--- src/rtl/avmm_reader_pkg.sv ---
// Shared definitions for the Avalon-MM byte reader: FSM encoding and word geometry.
// Latency: n/a (types and constants only).
// Backpressure: n/a.
package avmm_reader_pkg;

    typedef enum logic [2:0] {
        IDLE,
        ISSUE,
        WAIT,
        UNPACK,
        DONE
    } state_t;

    localparam int BYTES_PER_WORD = 4;
    localparam int BYTE_IDX_W     = 2;

endpackage

--- src/rtl/word_byte_unpacker.sv ---
// Holds one 32-bit read word and presents it little-endian, one byte per handshake.
// Latency: byte 0 is presented the cycle after load; one byte per accepted handshake.
// Backpressure: out_ready low holds the index, so out_data stays stable.
//
// Ports: clk/reset_n; load + load_data capture a word and rewind the index;
// active (from the FSM) drives out_valid; fire = accepted handshake;
// last_byte = the byte currently presented is the top byte of the word.
module word_byte_unpacker
    import avmm_reader_pkg::*;
(
    input  logic        clk,
    input  logic        reset_n,
    input  logic        load,
    input  logic [31:0] load_data,
    input  logic        active,
    input  logic        out_ready,
    output logic [7:0]  out_data,
    output logic        out_valid,
    output logic        fire,
    output logic        last_byte
);

    logic [31:0]           buffer;
    logic [BYTE_IDX_W-1:0] idx;

    // out_valid comes straight from the FSM state, never from out_ready.
    assign out_valid = active;
    assign fire      = active & out_ready;
    assign last_byte = (idx == BYTE_IDX_W'(BYTES_PER_WORD - 1));
    assign out_data  = buffer[{idx, 3'b000} +: 8];

    always_ff @(posedge clk or negedge reset_n) begin
        if (!reset_n) begin
            buffer <= '0;
            idx    <= '0;
        end else if (load) begin
            buffer <= load_data;
            idx    <= '0;
        end else if (fire) begin
            idx <= idx + 1'b1;
        end
    end

endmodule

--- src/rtl/avmm_byte_reader.sv ---
// Single-outstanding Avalon-MM read engine that streams a memory block out as little-endian bytes.
// Latency: chipselect 1 cycle after start, first byte 2+READ_LATENCY cycles after start.
// Backpressure: out_ready low stalls in UNPACK with out_data held; no read is issued until the word drains.
//
// Ports: start/start_addr/byte_count launch a transfer (sampled in IDLE only);
// busy/done report progress; avm_* is the read-only initiator to the memory's s1 port;
// out_data/out_valid/out_ready is the byte stream.
module avmm_byte_reader #(
    parameter int ADDR_W       = 17,
    parameter int DEPTH        = 100000,
    parameter int READ_LATENCY = 1,
    parameter int LEN_W        = 16
) (
    input  logic              clk,
    input  logic              reset_n,
    input  logic              start,
    input  logic [ADDR_W-1:0] start_addr,
    input  logic [LEN_W-1:0]  byte_count,
    output logic              busy,
    output logic              done,
    output logic [ADDR_W-1:0] avm_address,
    output logic              avm_chipselect,
    output logic              avm_write,
    output logic [3:0]        avm_byteenable,
    output logic              avm_clken,
    input  logic [31:0]       avm_readdata,
    output logic [7:0]        out_data,
    output logic              out_valid,
    input  logic              out_ready
);

    import avmm_reader_pkg::*;

    localparam int LAT_W = (READ_LATENCY > 1) ? $clog2(READ_LATENCY) : 1;
    localparam logic [ADDR_W-1:0] LAST_ADDR = ADDR_W'(DEPTH - 1);

    state_t             state, next_state;
    logic [ADDR_W-1:0]  addr;
    logic [LEN_W-1:0]   remaining;
    logic [LAT_W-1:0]   lat;

    logic               load_buf;
    logic               unpack_active;
    logic               fire;
    logic               last_byte;
    logic               final_byte;
    logic [ADDR_W-1:0]  next_addr;

    assign avm_write      = 1'b0;
    assign avm_byteenable = 4'hF;
    assign avm_clken      = 1'b1;
    assign avm_address    = addr;

    assign next_addr  = (addr == LAST_ADDR) ? '0 : addr + 1'b1;
    assign final_byte = (remaining == LEN_W'(1));

    always_ff @(posedge clk or negedge reset_n) begin
        if (!reset_n) begin
            state <= IDLE;
        end else begin
            state <= next_state;
        end
    end

    always_comb begin
        next_state     = state;
        busy           = 1'b0;
        done           = 1'b0;
        avm_chipselect = 1'b0;
        unpack_active  = 1'b0;
        load_buf       = 1'b0;
        case (state)
            IDLE: begin
                if (start) begin
                    next_state = (byte_count == '0) ? DONE : ISSUE;
                end
            end
            ISSUE: begin
                busy           = 1'b1;
                avm_chipselect = 1'b1;
                next_state     = WAIT;
            end
            WAIT: begin
                busy = 1'b1;
                if (lat == '0) begin
                    load_buf   = 1'b1;
                    next_state = UNPACK;
                end
            end
            UNPACK: begin
                busy          = 1'b1;
                unpack_active = 1'b1;
                // Count exhaustion wins over word exhaustion: a partial or
                // exactly-aligned last word never triggers another read.
                if (fire) begin
                    if (final_byte) begin
                        next_state = DONE;
                    end else if (last_byte) begin
                        next_state = ISSUE;
                    end
                end
            end
            DONE: begin
                done       = 1'b1;
                next_state = IDLE;
            end
            default: next_state = IDLE;
        endcase
    end

    always_ff @(posedge clk or negedge reset_n) begin
        if (!reset_n) begin
            addr      <= '0;
            remaining <= '0;
            lat       <= '0;
        end else begin
            case (state)
                IDLE: begin
                    if (start) begin
                        addr      <= start_addr;
                        remaining <= byte_count;
                    end
                end
                ISSUE: begin
                    lat <= LAT_W'(READ_LATENCY - 1);
                end
                WAIT: begin
                    if (lat != '0) begin
                        lat <= lat - 1'b1;
                    end
                end
                UNPACK: begin
                    if (fire) begin
                        remaining <= remaining - 1'b1;
                        if (!final_byte && last_byte) begin
                            addr <= next_addr;
                        end
                    end
                end
                default: ;
            endcase
        end
    end

    word_byte_unpacker u_unpacker (
        .clk       (clk),
        .reset_n   (reset_n),
        .load      (load_buf),
        .load_data (avm_readdata),
        .active    (unpack_active),
        .out_ready (out_ready),
        .out_data  (out_data),
        .out_valid (out_valid),
        .fire      (fire),
        .last_byte (last_byte)
    );

endmodule
--- config.mk ---
export PLATFORM = sky130hd
export DESIGN_NAME = avmm_byte_reader
export DESIGN_NICKNAME = d
export VERILOG_FILES = /design/src/rtl/avmm_reader_pkg.sv /design/src/rtl/word_byte_unpacker.sv /design/src/rtl/avmm_byte_reader.sv
export SDC_FILE = /design/constraint.sdc
export NUM_CORES = 1
export LEC_CHECK = 0
export CORE_ASPECT_RATIO = 2
export CORE_MARGIN = 4
export CORE_UTILIZATION = 52
export CTS_CLUSTER_DIAMETER = 80
export CTS_CLUSTER_SIZE = 12
export DETAILED_ROUTE_END_ITERATION = 10
export GPL_ROUTABILITY_DRIVEN = 0
export GPL_TIMING_DRIVEN = 1
export HOLD_SLACK_MARGIN = 0.06
export PLACE_DENSITY = 0.85
export SETUP_SLACK_MARGIN = 0.1
export SLEW_MARGIN = 20
export SYNTH_ARGS = -nofsm -noshare
export SYNTH_HDL_FRONTEND = slang
export SYNTH_SLANG_ARGS = --single-unit
--- constraint.sdc ---
create_clock -name clk -period 4.95 [get_ports clk]
set_clock_uncertainty 0.05 [all_clocks]
set_input_delay 0.99 -clock clk [delete_from_list [all_inputs] [get_ports clk]]
set_output_delay 0.99 -clock clk [all_outputs]
set_load 0.1 [all_outputs]
# --- After elaboration in Yosys (flattened, before gate mapping) ---
# Cells that the tools add are included.
op_classes:
  addsub: 4
  eq_ne: 12
  n_shift: 1
  muxes: 25
  n_bitwise: 1
  n_reduce_logical: 11
ops:
  columns: ["cell", "n"]
  rows:
  - ["$mux W17", 4]
  - ["$pmux W17 S2", 1]
  - ["$mux W16", 2]
  - ["$pmux W16 S2", 1]
  - ["$shiftx A32 B6 Y8", 1]
  - ["$mux W3", 6]
  - ["$add A17 B1 Y17 const B", 1]
  - ["$eq A17 B17 Y1 const B", 1]
  - ["$eq A16 B1 Y1 const B", 1]
  - ["$logic_not A16 Y1", 1]
  - ["$sub A16 B1 Y16 const B", 1]
  - ["$pmux W3 S4", 1]
  - ["$ne A2 B2 Y1 const B", 4]
  - ["$reduce_and A4 Y1", 2]
  - ["$mux W1", 7]
  - ["$eq A3 B2 Y1 const B", 2]
  - ["$reduce_bool A2 Y1", 3]
  - ["$mux W2", 2]
  - ["$eq A3 B1 Y1 const B", 1]
  - ["$eq A3 B3 Y1 const B", 1]
  - ["$logic_not A3 Y1", 1]
  - ["$ne A3 B3 Y1 const B", 1]
  - ["$reduce_and A3 Y1", 1]
  - ["$reduce_or A3 Y1", 1]
  - ["7 further kinds", 7]
word_totals:
  ff_bits: 71
  inputBits: 69
  output_inout_bits: 35
  elab_cells: 60

# --- Longest topological paths before layout ---
depth:
  depth_word: 6
  ltp_mapped: 9
  ltp_nobuf: 7

# --- By module ---
# Synthesis repeated with hierarchy kept, for this count alone.
hier_totals:
  hier_cells: 392
  area_unflattened_um2: 3931.3
by_module_without_submodules:
  columns: ["mod", "n_inst", "cells_per_inst", "area_per_inst_um2", "seq_area_each_um2"]
  rows:
  - ["avmm_byte_reader", 1, 303, 2416.1, 900.9]
  - ["word_byte_unpacker", 1, 89, 1515.2, 850.8]

# --- Worst setup path before layout ---
# Ideal clock, no wire load.
synth_timing:
  path_kind: "reg-to-output"
  start: "register state[1]"
  end: "output avm_chipselect"
  arrival_ns: 2.702
  required_time_ns: 3.910
  setup_slack_ns: 1.208
  stages_incl_launch_ff: 3
  n_path_buf: 1
  cell_sequence: "dfrtp_1 > buf_2 > nor3b_1"
synth_between:
  elab_chain_len: 2
synth_lines:
  columns: ["element", "line", "text"]
  rows:
  - ["start: declaration", "avmm_byte_reader.sv:37", "state_t state, next_state;"]
  - ["start signal: assignment", "avmm_byte_reader.sv:61", "state <= next_state;"]
  - ["$eq A3 B1 Y1", "avmm_byte_reader.sv:72", "case (state)"]
  - ["$mux W1", "avmm_byte_reader.sv:72", null]
  - ["end: declaration", "avmm_byte_reader.sv:22", "output logic avm_chipselect,"]
# Every way passes these cells.

# --- Worst setup path after layout ---
layout_timing:
  start: "register u_unpacker.idx[0]"
  end: "output out_data[6]"
layout_between:
  elab_chain_len: 1
layout_lines:
  columns: ["element", "line", "text"]
  rows:
  - ["start: declaration", "word_byte_unpacker.sv:24", "logic [BYTE_IDX_W-1:0] idx;"]
  - ["start signal: assignment", "word_byte_unpacker.sv:40", "idx <= idx + 1'b1;"]
  - ["$shiftx A32 B6 Y8", "word_byte_unpacker.sv:30", "assign out_data = buffer[{idx, 3'b000} +: 8];"]
  - ["end: declaration", "avmm_byte_reader.sv:27", "output logic [7:0] out_data,"]
# Every way passes these cells.

==> out/qor.csv <==
metric;value;unit
status;completed;
fin_crit;3720;ps
post_cts_buffers;0;
hold_ws;454;ps
p_int;1.99;mW
worstPathRequired;3910;ps
fin_nets;530;
dieHeight;129;um
syn_avg_cell_area;10.4;sq um
synth-seq-cells;70;
synth.area.top_cells;dfrtp_1 46%, mux2_2 9.4%, mux4_2 4.7%;
route.detailed.drc;0;
drt_first_pass_iters;5;
p_comb_frac;0.550;
ant_nets;0;
period_share;0.751;
die_area;0.00887;sq mm
max_stage_delay;990;ps
r2r-start;state[2];
routed-via-count;3430;
worst_pin_slew;1020;ps
hp-start;u_unpacker.buffer[20];
ys.flop_type;dfrtp_1;
routed_wl;10600;um
postCtsHoldBufs;0;
powerDensity;796;mW/mm^2
rsz0062_at_grt;false;
ios;104;
grt_max_degree;50;
clock_tree.root_cell;clkbuf_16;
start_util;0.530;
grtUsageTotal;0.258;
hold_depth;1;
rows;44;
ys.warnings.count;0;
port_buffers;97;
grt_overflow;0;
synthArstFlopShare;1.00;
n_antenna_cell;0;
drt_iter0_drc;304;
htree_levels;3;
synth_cell_types;52;
ir_worst_vdd;0.000680;V
core_area;0.00721;sq mm
drive_above_1_share;0.156;
cts.clk_slew.worst_paths;60;ps
slew_violations;0;
critPathLaunchType;flop;
slew_headroom;0.317;
syn-cell-area;0.00382;sq mm
clkPwrFrac;0.162;
tns;0;ps
die_w;68.6;um
setup_viol;0;
finalHoldViolations;0;
synthCells;368;
grt_first_pass_wirelength;16900;um
cts.path.max_buffers;2;
synthToLayoutAreaGrowth;34.3;%
r2r_end;avm_address[14];
net-switching-power;2.10;mW
min_path_type;reg2reg;
synth_top_area_cell;dfrtp_1;
drv_cap;0;
cts_tree;yes;
r2r_cells;8;
synth_top_area_share;0.458;
fill_cells;536;
hpwl;7610;um
grt_antenna_before_repair;0;
p_leak;2.01;nW
switching_share;0.513;
via_per_inst;6.19;
cp_slowest_cell;clkdlybuf4s50_1;
pwr-share-seq;0.289;
r2r_slack;1740;ps
clk_latency;330;ps
critPathArrivalTime;2680;ps
min_to;u_unpacker.buffer[20];
cts_sinks;70;
synth-seq-area-share;0.458;
synth_edf_count;0;
cp_max_fo;11;
wl_per_cell;19.1;um
crit_chain;mux4_2, clkdlybuf4s50_1;
fmax;0.269;GHz
grt_pass1_vias;3417;
cts_resized;0;
cp-end-kind;primary output;
cts_made_buffers;9;
worstSetupPathType;reg2out;
[metal layers]
layer / GRT usage / wire length, um / vias up
met5: 0 / 0 / -
met3: 0.0607 / 551 / 46
met4: 0.161 / 599 / 0
li1: - / - / 1558
met2: 0.420 / 5650 / 156
met1: 0.293 / 3780 / 1670
[Yosys cell counts, types with 4 or more instances]
cell type	count
dfrtp_1	70
mux2_2	32
nor2_1	29
nand2_1	26
o21ai_0	21
a21oi_1	18
nand3_1	17
a22o_1	13
clkbuf_1	12
nor4_1	9
inv_1	8
mux4_2	8
buf_4	7
o21ai_1	7
buf_2	6
o31ai_1	6
a22oi_1	5
nor3_1	5
o41ai_1	5
ha_1	4
nand3b_1	4
o22a_1	4
[area by class of cell]
class / instances / area, sq um / share of cell area
multi-input cells: 266 / 1930 / 0.375
clock buffers: 11 / 253 / 0.0492
clock inverters: 5 / 57.6 / 0.0112
inverters: 8 / 30.0 / 0.00585
flip-flops and latches: 70 / 1750 / 0.341
repair buffers: 102 / 1000 / 0.195
well taps: 92 / 115 / 0.0224
[registers in the layout, summed over array words and instances (netlist names)]
signal	count
avm_address	17
remaining	16
u_unpacker.buffer	32
u_unpacker.idx	2
state	3
[worst max-delay path: cells and delay by family, from the launching register on]
kind / cells / cell delay, ps
buffers and inverters: 1 / 990
DFF: 1 / 730
muxes: 1 / 620
[cells in the final DEF (no fill, tap or decap), types with 2 or more instances in the layout]
| master | count |
|---|---|
| a21bo_2 | 3 |
| a21oi_1 | 18 |
| a22o_1 | 13 |
| a22oi_1 | 5 |
| a2bb2oi_1 | 3 |
| a31oi_1 | 3 |
| a32o_1 | 3 |
| and2_1 | 2 |
| and3_1 | 2 |
| buf_4 | 6 |
| clkbuf_16 | 9 |
| clkbuf_8 | 2 |
| clkdlybuf4s50_1 | 95 |
| clkinvlp_4 | 3 |
| conb_1 | 6 |
| dfrtp_1 | 70 |
| ha_1 | 4 |
| inv_1 | 8 |
| mux2_2 | 32 |
| mux4_2 | 8 |
| nand2_1 | 26 |
| nand3_1 | 17 |
| nand3b_1 | 4 |
| nand4_1 | 3 |
| nand4b_1 | 2 |
| nor2_1 | 29 |
| nor3_1 | 5 |
| nor3b_1 | 2 |
| nor4_1 | 9 |
| nor4_2 | 2 |
| nor4b_1 | 3 |
| o21ai_0 | 21 |
| o21ai_1 | 6 |
| o22a_1 | 4 |
| o2bb2ai_1 | 3 |
| o31ai_1 | 6 |
| o41ai_1 | 5 |
[stage by stage]
step	cell area (sq um)	std cells	worst slack, ps	power, mW	util
finish	5140	554	1230	4.09	0.712
CTS	5140	554	1190	4.09	0.712
global placement	4830	538	1650	3.35	0.669
floorplan	3840	372	1210	2.86	-
detailed placement	4830	538	1560	3.42	0.669
global route	5140	554	1130	4.27	0.712
[cell families (layout without fill, tap and decap cells)]
logic type / Yosys count / count (layout) / share of synthesized area
other: 2 / 6 / 0.00196
and+or+nand+nor: 113 / 113 / 0.156
buffers and inverters: 36 / 126 / 0.0442
adders and majority gates: 4 / 4 / 0.0131
AOI/OAI and AO/OA: 103 / 103 / 0.185
muxes: 40 / 40 / 0.141
DFF: 70 / 70 / 0.458
[power groups by stage]
stage	Combinational, mW	Sequential (mW)	Clock [mW]
floorplan	1.35	1.51	0
global placement	2.20	1.15	0
detailed placement	2.25	1.17	0
CTS	2.25	1.17	0.668
global route	2.37	1.21	0.694
finish	2.25	1.18	0.661
[worst max-delay path by stage]
stage,end,cells after the start,start
CTS,out_data[6],2,u_unpacker.idx[0]
global route,out_data[6],2,u_unpacker.idx[0]
floorplan,avm_chipselect,2,state[1]
global placement,out_data[5],2,u_unpacker.idx[0]
finish,out_data[6],2,u_unpacker.idx[0]
detailed placement,out_data[6],2,u_unpacker.idx[0]
Note: power is estimated with default switching activity, not from simulation.
